## config.mk

```make
export PLATFORM = sky130hd
export DESIGN_NAME = mp_adder_seq_flat
export DESIGN_NICKNAME = d
export VERILOG_FILES = /design/src/rtl/mp_adder_pkg.sv /design/src/rtl/mp_adder_seq_if.sv /design/src/rtl/mp_adder_seq_pg_gen.sv /design/src/rtl/mp_adder_seq.sv /design/src/flat_wrapper.sv
export SDC_FILE = /design/constraint.sdc
export NUM_CORES = 1
export LEC_CHECK = 0
export ABC_AREA = 1
export CORE_ASPECT_RATIO = 1.1
export CORE_MARGIN = 8
export CORE_UTILIZATION = 37
export DETAILED_ROUTE_END_ITERATION = 10
export PLACE_DENSITY = 0.75
export SYNTH_ARGS = -nofsm -noshare
export SYNTH_HDL_FRONTEND = slang
export SYNTH_SLANG_ARGS = --single-unit
export TNS_END_PERCENT = 50
```

## constraint.sdc

```tcl
create_clock -name clk -period 0.9 [get_ports clk]
set_input_delay 0.135 -clock clk [delete_from_list [all_inputs] [get_ports clk]]
set_output_delay 0.135 -clock clk [all_outputs]
set_load 0.005 [all_outputs]
```

## src/rtl/mp_adder_pkg.sv

```systemverilog
// mp_adder_seq shared definitions.
// Byte width and sequencer FSM states.
package mp_adder_pkg;

  localparam int BYTE_W = 8;

  typedef enum logic {
    ST_IDLE = 1'b0,
    ST_RUN  = 1'b1
  } state_t;

endpackage

```

## src/rtl/mp_adder_seq_if.sv

```systemverilog
// Stream and lookahead-unit bundle for mp_adder_seq.
// slave = the sequencer, master = its environment.
interface mp_adder_seq_if;

  logic                            in_valid;
  logic                            in_ready;
  logic [mp_adder_pkg::BYTE_W-1:0] in_a;
  logic [mp_adder_pkg::BYTE_W-1:0] in_b;
  logic                            in_first;
  logic                            in_last;
  logic                            in_sub;
  logic [mp_adder_pkg::BYTE_W-1:0] cla_p;
  logic [mp_adder_pkg::BYTE_W-1:0] cla_g;
  logic                            cla_c_in;
  logic [mp_adder_pkg::BYTE_W:0]   cla_c_out;
  logic                            out_valid;
  logic                            out_ready;
  logic [mp_adder_pkg::BYTE_W-1:0] out_sum;
  logic                            out_last;
  logic                            out_carry;
  logic                            out_ovf;
  logic                            err;

  modport slave (
    input  in_valid, in_a, in_b,
    input  in_first, in_last, in_sub,
    input  cla_c_out, out_ready,
    output in_ready, cla_p, cla_g, cla_c_in,
    output out_valid, out_sum, out_last,
    output out_carry, out_ovf, err
  );

  modport master (
    output in_valid, in_a, in_b,
    output in_first, in_last, in_sub,
    output cla_c_out, out_ready,
    input  in_ready, cla_p, cla_g, cla_c_in,
    input  out_valid, out_sum, out_last,
    input  out_carry, out_ovf, err
  );

endinterface

```

## src/rtl/mp_adder_seq_pg_gen.sv

```systemverilog
// Propagate/generate terms for one byte.
// inv_b turns the adder into a subtractor.
module pg_gen
  import mp_adder_pkg::*;
(
  input  logic [BYTE_W-1:0] a,
  input  logic [BYTE_W-1:0] b,
  input  logic              inv_b,
  output logic [BYTE_W-1:0] p,
  output logic [BYTE_W-1:0] g
);

  logic [BYTE_W-1:0] b_eff;

  // effective B operand and its p/g terms
  always_comb begin
    b_eff = inv_b ? ~b : b;
    p     = a ^ b_eff;
    g     = a & b_eff;
  end

endmodule

```

## src/rtl/mp_adder_seq.sv

```systemverilog
// Multi-precision byte-serial add/sub sequencer.
// Subtraction enabled by MP_ADDER_SUB_EN.
module mp_adder_seq
  import mp_adder_pkg::*;
(
  input logic           clk,
  input logic           rst_n,
  mp_adder_seq_if.slave bus
);

  state_t state;
  state_t state_nx;

  logic              acc;
  logic              adv;
  logic              in_rdy;
  logic              eff_first;
  logic              proto_err;

  logic              s0_valid;
  logic [BYTE_W-1:0] s0_a;
  logic [BYTE_W-1:0] s0_b;
  logic              s0_first;
  logic              s0_last;
  logic              sub_q;
  logic              carry_q;

  logic              o_valid;
  logic [BYTE_W-1:0] o_sum;
  logic              o_last;
  logic              o_carry;
  logic              o_ovf;
  logic              err_q;

  logic [BYTE_W-1:0] p;
  logic [BYTE_W-1:0] g;

  // FSM state register
  always_ff @(posedge clk) begin
    if (!rst_n) state <= ST_IDLE;
    else        state <= state_nx;
  end

  // FSM next state: track word boundaries
  always_comb begin
    state_nx = state;
    if (acc) begin
      unique case (state)
        ST_IDLE: state_nx = bus.in_last ? ST_IDLE : ST_RUN;
        ST_RUN:  state_nx = bus.in_last ? ST_IDLE : ST_RUN;
        default: state_nx = ST_IDLE;
      endcase
    end
  end

  // FSM outputs: handshake and protocol check
  always_comb begin
    in_rdy    = !s0_valid | !o_valid | bus.out_ready;
    acc       = bus.in_valid & in_rdy;
    adv       = s0_valid & (!o_valid | bus.out_ready);
    eff_first = 1'b0;
    proto_err = 1'b0;
    unique case (state)
      ST_IDLE: begin
        eff_first = 1'b1;
        proto_err = acc & !bus.in_first;
      end
      ST_RUN: begin
        eff_first = bus.in_first;
        proto_err = acc & bus.in_first;
      end
      default: begin
        eff_first = 1'b1;
        proto_err = 1'b0;
      end
    endcase
  end

`ifdef MP_ADDER_SUB_EN
  // operation mode, sampled with each word's first byte
  always_ff @(posedge clk) begin
    if (!rst_n)                sub_q <= 1'b0;
    else if (acc && eff_first) sub_q <= bus.in_sub;
  end
`else
  logic sub_unused;
  assign sub_unused = bus.in_sub;
  assign sub_q      = 1'b0;
`endif

  // stage 0 operand register
  always_ff @(posedge clk) begin
    if (!rst_n) begin
      s0_valid <= 1'b0;
      s0_a     <= '0;
      s0_b     <= '0;
      s0_first <= 1'b0;
      s0_last  <= 1'b0;
    end else begin
      s0_valid <= acc | (s0_valid & !adv);
      if (acc) begin
        s0_a     <= bus.in_a;
        s0_b     <= bus.in_b;
        s0_first <= eff_first;
        s0_last  <= bus.in_last;
      end
    end
  end

  pg_gen u_pg (
    .a     (s0_a),
    .b     (s0_b),
    .inv_b (sub_q),
    .p     (p),
    .g     (g)
  );

  // stage 1 result register and byte carry chain
  always_ff @(posedge clk) begin
    if (!rst_n) begin
      o_valid <= 1'b0;
      o_sum   <= '0;
      o_last  <= 1'b0;
      o_carry <= 1'b0;
      o_ovf   <= 1'b0;
      carry_q <= 1'b0;
    end else if (adv) begin
      o_valid <= 1'b1;
      o_sum   <= p ^ bus.cla_c_out[BYTE_W-1:0];
      o_last  <= s0_last;
      o_carry <= bus.cla_c_out[BYTE_W];
      o_ovf   <= bus.cla_c_out[BYTE_W]
               ^ bus.cla_c_out[BYTE_W-1];
      carry_q <= bus.cla_c_out[BYTE_W];
    end else if (bus.out_ready) begin
      o_valid <= 1'b0;
    end
  end

  // sticky protocol error
  always_ff @(posedge clk) begin
    if (!rst_n)         err_q <= 1'b0;
    else if (proto_err) err_q <= 1'b1;
  end

  assign bus.in_ready  = in_rdy;
  assign bus.cla_p     = p;
  assign bus.cla_g     = g;
  assign bus.cla_c_in  = s0_first ? sub_q : carry_q;
  assign bus.out_valid = o_valid;
  assign bus.out_sum   = o_sum;
  assign bus.out_last  = o_last;
  assign bus.out_carry = o_carry;
  assign bus.out_ovf   = o_ovf;
  assign bus.err       = err_q;

endmodule

```

## src/flat_wrapper.sv

```systemverilog
// flat-port wrapper written by rule: the top's interface ports become plain ports
module mp_adder_seq_flat import mp_adder_pkg::*;
  (clk, rst_n, bus_in_valid, bus_in_a, bus_in_b, bus_in_first, bus_in_last, bus_in_sub, bus_cla_c_out, bus_out_ready, bus_in_ready, bus_cla_p, bus_cla_g, bus_cla_c_in, bus_out_valid, bus_out_sum, bus_out_last, bus_out_carry, bus_out_ovf, bus_err);
  mp_adder_seq_if bus_i ();
  input logic clk;
  input logic rst_n;
  input wire logic [$bits(bus_i.in_valid)-1:0] bus_in_valid;
  input wire logic [$bits(bus_i.in_a)-1:0] bus_in_a;
  input wire logic [$bits(bus_i.in_b)-1:0] bus_in_b;
  input wire logic [$bits(bus_i.in_first)-1:0] bus_in_first;
  input wire logic [$bits(bus_i.in_last)-1:0] bus_in_last;
  input wire logic [$bits(bus_i.in_sub)-1:0] bus_in_sub;
  input wire logic [$bits(bus_i.cla_c_out)-1:0] bus_cla_c_out;
  input wire logic [$bits(bus_i.out_ready)-1:0] bus_out_ready;
  output wire logic [$bits(bus_i.in_ready)-1:0] bus_in_ready;
  output wire logic [$bits(bus_i.cla_p)-1:0] bus_cla_p;
  output wire logic [$bits(bus_i.cla_g)-1:0] bus_cla_g;
  output wire logic [$bits(bus_i.cla_c_in)-1:0] bus_cla_c_in;
  output wire logic [$bits(bus_i.out_valid)-1:0] bus_out_valid;
  output wire logic [$bits(bus_i.out_sum)-1:0] bus_out_sum;
  output wire logic [$bits(bus_i.out_last)-1:0] bus_out_last;
  output wire logic [$bits(bus_i.out_carry)-1:0] bus_out_carry;
  output wire logic [$bits(bus_i.out_ovf)-1:0] bus_out_ovf;
  output wire logic [$bits(bus_i.err)-1:0] bus_err;
  assign bus_i.in_valid = bus_in_valid;
  assign bus_i.in_a = bus_in_a;
  assign bus_i.in_b = bus_in_b;
  assign bus_i.in_first = bus_in_first;
  assign bus_i.in_last = bus_in_last;
  assign bus_i.in_sub = bus_in_sub;
  assign bus_i.cla_c_out = bus_cla_c_out;
  assign bus_i.out_ready = bus_out_ready;
  assign bus_in_ready = bus_i.in_ready;
  assign bus_cla_p = bus_i.cla_p;
  assign bus_cla_g = bus_i.cla_g;
  assign bus_cla_c_in = bus_i.cla_c_in;
  assign bus_out_valid = bus_i.out_valid;
  assign bus_out_sum = bus_i.out_sum;
  assign bus_out_last = bus_i.out_last;
  assign bus_out_carry = bus_i.out_carry;
  assign bus_out_ovf = bus_i.out_ovf;
  assign bus_err = bus_i.err;
  mp_adder_seq u_core (.clk(clk), .rst_n(rst_n), .bus(bus_i));
endmodule
```

**Yosys cells after proc, flatten, opt, wreduce, memory -nomap -nowiden**

Cells that the tools add are included.

- Bits in registers: 33
- Bits of input ports: 32
- Output and inout port bits: 31
- Word-level logic and storage cells: 37

- Muxes and demuxes: 6
- Bitwise gates (word level): 14
- Reductions and logical operators: 5

Operator list:

| cell | number |
|---|---|
| $xor A8 B8 Y8 | 2 |
| $and A8 B8 Y8 | 1 |
| $and A1 B1 Y1 | 5 |
| $logic_not A1 Y1 | 4 |
| $mux W1 | 4 |
| $or A1 B1 Y1 | 4 |
| $pmux W1 S2 | 2 |
| $reduce_bool A2 Y1 | 1 |
| $not A1 Y1 | 1 |
| $xor A1 B1 Y1 | 1 |

**Depth between registers and ports, before layout**

- Depth in word-level cells: 6
- Mapped depth: 6
- Depth with buffers taken out: 5

**Hierarchy**

From an unflattened synthesis, not the netlist that was laid out.

- Cells, all modules: 203
- Area total of the unflattened synthesis: 1551.5 um^2

Modules (own cells, without submodules):

| module | instances | cells each | area each (um^2) | seq. area each (um^2) |
|---|---|---|---|---|
| mp_adder_seq | 1 | 161 | 1316.3 | 660.6 |
| pg_gen | 1 | 42 | 235.2 | 0.0 |

**Least setup slack after synthesis**

No wires, ideal clock.

- Kind: register -> register
- From: register u_core.s0_b[0]
- To: register u_core.o_sum[0] (netlist: u_core.bus.out_sum[0])
- Library setup time: 0.114 ns
- Data arrival time: 0.892 ns
- Data required time: 0.786 ns
- Path slack: -0.106 ns
- Cell stages (with the launch flop): 5
- Buffers on the path: 0
- Period minus slack after synthesis: 1.006 ns
- Cell sequence: dfxtp_1 -> ha_1 -> xor2_1 -> nor2_1 -> nor2_1

- Cells in the longest elaborated chain, start to end: 2

Ends and longest elaborated chain:

| item | line | source |
|---|---|---|
| start, declared | mp_adder_seq.sv:22 | `logic [BYTE_W-1:0] s0_b;` |
| start signal, assigned | mp_adder_seq.sv:103 | `s0_b <= bus.in_b;` |
| $xor A8 B8 Y8 | mp_adder_seq_pg_gen.sv:18 | `p = a ^ b_eff;` |
| named net bus_cla_p[0] | flat_wrapper.sv:16 | `output wire logic [$bits(bus_i.cla_p)-1:0] bus_cla_p;` |
| $xor A8 B8 Y8 | mp_adder_seq.sv:129 | `o_sum <= p ^ bus.cla_c_out[BYTE_W-1:0];` |
| end signal, assigned | mp_adder_seq.sv:129 |  |
| end, declared | mp_adder_seq.sv:29 | `logic [BYTE_W-1:0] o_sum;` |

The timed path passes the listed nets, and every way through them passes these cells.
A chain may end at the register's enable or synchronous reset.

**Final worst setup path**

- From: register u_core.s0_b[0]
- To: output port bus_cla_p[0]

- Cells in the longest elaborated chain, start to end: 1

Ends and longest elaborated chain:

| item | line |
|---|---|
| $xor A8 B8 Y8 | mp_adder_seq_pg_gen.sv:18 |
| end, declared | flat_wrapper.sv:16 |

No other way between the ends.

==> run_results.csv <==
group,metric,value,unit
run_status,status,"finished with violations",
run_status,violations,"negative setup slack",
clocking,clk_pin_slew,0.07,ns
critical_path,critical_path_class,"register to output pin",
critical_path,cp.arrival,1.02,ns
logic_synthesis,synth-seq-cells,33,
timing,fin_crit_sh,1.29,
critical_path,endpoint_kind,"output pin",
logic_synthesis,ys_seq_area_frac,0.467,
power_and_ir_drop,peakVddDrop,1.02,mV
floorplanning,num_rows,23,
clocking,clock_path_buffers,2,
detailed_routing,dr.pass1.iters,4,
timing,fin_crit,1.16,ns
timing,worstMarginPinSlew,0.426,ns
cells_and_area,seqCellArea,706,sq um
clocking,cts_htree_levels,2,
placed_design,port_buffers,61,
cells_and_area,nNetsFinal,298,
placed_design,placedCellCount,288,
logic_synthesis,avgSynthCellArea,8.42,sq um
floorplanning,core_area,3650,sq um
grt,antenna_found_initial,0,
logic_synthesis,yosys-top-cells-area,"dfxtp_1, a21oi_1, ha_1",
power_and_ir_drop,p_per_area,1310,nW/um^2
clocking,clkLatencyLatePin,0.29,ns
critical_path,critical_path_buf_inv_count,1,
floorplanning,initial_utilization,0.387,
critical_path,slowest_stage,"dfxtp_2",
power_and_ir_drop,p_leak,1.24,nW
grt,grt_max_degree,22,
clocking,cts_tree,"yes",
cells_and_area,final_cells,307,
power_and_ir_drop,finalPower,3.82,mW
grt,track_usage,0.147,
grt,grt_overflow,0,
hold_path,hold_path.class,"input port to register",
timing,setup_ws,-0.258,ns
floorplanning,dieArea,6060,sq um
detailed_routing,vias_per_cell,5.00,
critical_path,cp_top_family,"flip-flops",
timing,hold_viol,0,
detailed_routing,drcViolationCount,0,
detailed_routing,num_vias,1534,
timing,final_max_slew_viol_count,0,
clocking,cts_hold_buf,0,
detailed_routing,wl,5140,um
clocking,cts_num_sinks,33,
logic_synthesis,synth_cell_types,16,
timing,setup_viol,52,
logic_synthesis,yosysTopAreaCellShare,0.467,
logic_synthesis,synthesis.nets,209,
logic_synthesis,synthFlopType,"dfxtp_1",
placed_design,gp_congestion,0.740,
floorplanning,ios,63,
critical_path,crit_chain,"ha_4 -> buf_6",
grt,first_global_vias,1470,
logic_synthesis,yosys.area.top_type,"dfxtp_1",
timing,finalClockSkew,0.0113,ns
placed_design,place_area,2340,sq um
detailed_routing,wl_per_cell,16.7,um
clocking,cts_inserted_buffers,5,
logic_synthesis,mappedNetlistArea,1410,sq um
detailed_routing,drtIter0Drc,82,
cells_and_area,n_fill_cell,234,
timing,rsz0062_at_grt,"true",
cells_and_area,antenna_cells,0,
logic_synthesis,synthCells,168,
run,max_cap_violations,0,
critical_path,crit_fanout,2,
floorplanning,die_h,80.8,um
cells_and_area,drive_gt1_frac,0.615,
logic_synthesis,synthTopCellsByCount,"dfxtp_1, nor2_1, a21oi_1, nand2_1, nand3_1",
clocking,clockRootBuffer,"clkbuf_8",
critical_path,worst_ep_required_time,0.76,ns
cells_and_area,multi_input_area,1110,sq um
critical_path,worstSetupStartpointType,"register",
logic_synthesis,async_reset_ff_frac,0,
critical_path,max_stage_delay,0.35,ns
detailed_routing,ant_nets,0,
placed_design,dpl.hpwl,3110,um
floorplanning,die_w,74.9,um
grt,grt_pass1_wl,6960,um
cells_and_area,post-route-util,0.795,
logic_synthesis,synth_edf_count,0,
logic_synthesis,yosys_warnings,0,
cells_and_area,post-route-cell-area,2910,sq um
timing,maxSlewHeadroom,0.716,
critical_path,r2r_setup_slack,-0.23,ns
cells_and_area,syn2layout_area_growth,106,%
timing,fmax,864,MHz
logic_synthesis,synth_most_common_cell,"dfxtp_1",
-- cell usage in the layout, fill, tap and decap left out, types with 3 or more instances in the layout --
| cell type | instances |
|---|---|
| a21oi_2 | 13 |
| clkbuf_8 | 6 |
| nand3_2 | 12 |
| nand2_1 | 15 |
| buf_12 | 4 |
| nand3_4 | 7 |
| o21bai_1 | 9 |
| dfxtp_1 | 3 |
| ha_4 | 8 |
| dfxtp_4 | 3 |
| xor2_1 | 3 |
| nor2_1 | 23 |
| xor2_2 | 6 |
| buf_6 | 32 |
| nand2_4 | 3 |
| inv_1 | 3 |
| dfxtp_2 | 27 |
| clkdlybuf4s50_1 | 28 |
| nand2_8 | 3 |
| nand2_2 | 4 |
| a21oi_1 | 9 |
| buf_2 | 12 |
| buf_4 | 9 |
-- registers in the layout, summed over array words and instances, names as in the netlist --
register              flops
u_core.s0_last            1
u_core.s0_b               8
u_core.bus.out_ovf        1
u_core.bus.out_valid      1
u_core.s0_first           1
u_core.bus.err            1
u_core.s0_a               8
u_core.bus.out_carry      1
u_core.state              1
u_core.s0_valid           1
u_core.bus.out_last       1
u_core.bus.out_sum        8
-- worst paths after layout --
check             cells past startpoint           start               endpoint
hold / removal                        4   bus_out_ready   u_core.bus.out_valid
hold reg to reg                       2  u_core.bus.err         u_core.bus.err
setup / recovery                      2  u_core.s0_b[0]           bus_cla_p[0]
setup reg to reg                      5  u_core.s0_a[4]  u_core.bus.out_sum[4]
-- report_power, final --
part	total [mW]	internal (mW)	leakage, nW	switching, mW
Sequential	1.65	1.57	0.284	0.0806
Combinational	1.02	0.594	0.912	0.427
Clock	1.14	0.607	0.0443	0.536
Total	3.82	2.77	1.24	1.04
-- layout make-up --
type	instances	area share
tap	50	0.0215
clock buffer	7	0.0297
timing repair buffer	89	0.315
sequential	33	0.243
inverter	6	0.00861
multi-input combinational	122	0.382
-- kinds of logic (layout without fill, tap and decap cells) --
group / after synthesis / after routing / synth area share
and+or+nand+nor: 67 / 70 / 0.204
AOI/OAI and AO/OA: 34 / 34 / 0.136
DFF: 33 / 33 / 0.467
buffers and inverters: 16 / 102 / 0.0566
adders and majority gates: 9 / 9 / 0.0796
xor gates and xnor gates: 9 / 9 / 0.0558
-- layer usage --
metal | wire [um] | GRT usage | up-vias
li1 | - | - | 730
met1 | 1970 | 0.164 | 746
met2 | 2720 | 0.250 | 47
met3 | 312 | 0.0406 | 11
met4 | 135 | 0.0725 | 0
met5 | 0 | 0 | -
-- worst register-to-register path, stage by stage, from the launching register on --
cell	delay (ns)
dfxtp_2	0.34
ha_4	0.25
buf_6	0.12
xor2_2	0.13
nor2_1	0.12
nor2_1	0.06
-- stage by stage --
| stage | worst slack [ns] | hold WS [ns] | setup TNS [ns] |
|---|---|---|---|
| detailed placement | -0.509 | 0.449 | -19.76 |
| global route | -0.284 | 0.277 | -10.10 |
| floorplan | -0.0213 | 0.256 | -0.212 |
| CTS | -0.237 | 0.418 | -6.66 |
| finish | -0.258 | 0.257 | -8.34 |
| global placement | -0.472 | 0.444 | -18.85 |
-- what timing repair did --
action	in CTS	in global routing
buffers inserted	2	4
gates cloned	0	6
gates resized for setup	167	74
pin swaps	21	21
endpoints found under the setup margin	63	52
Power figures use the tool's default switching activity.
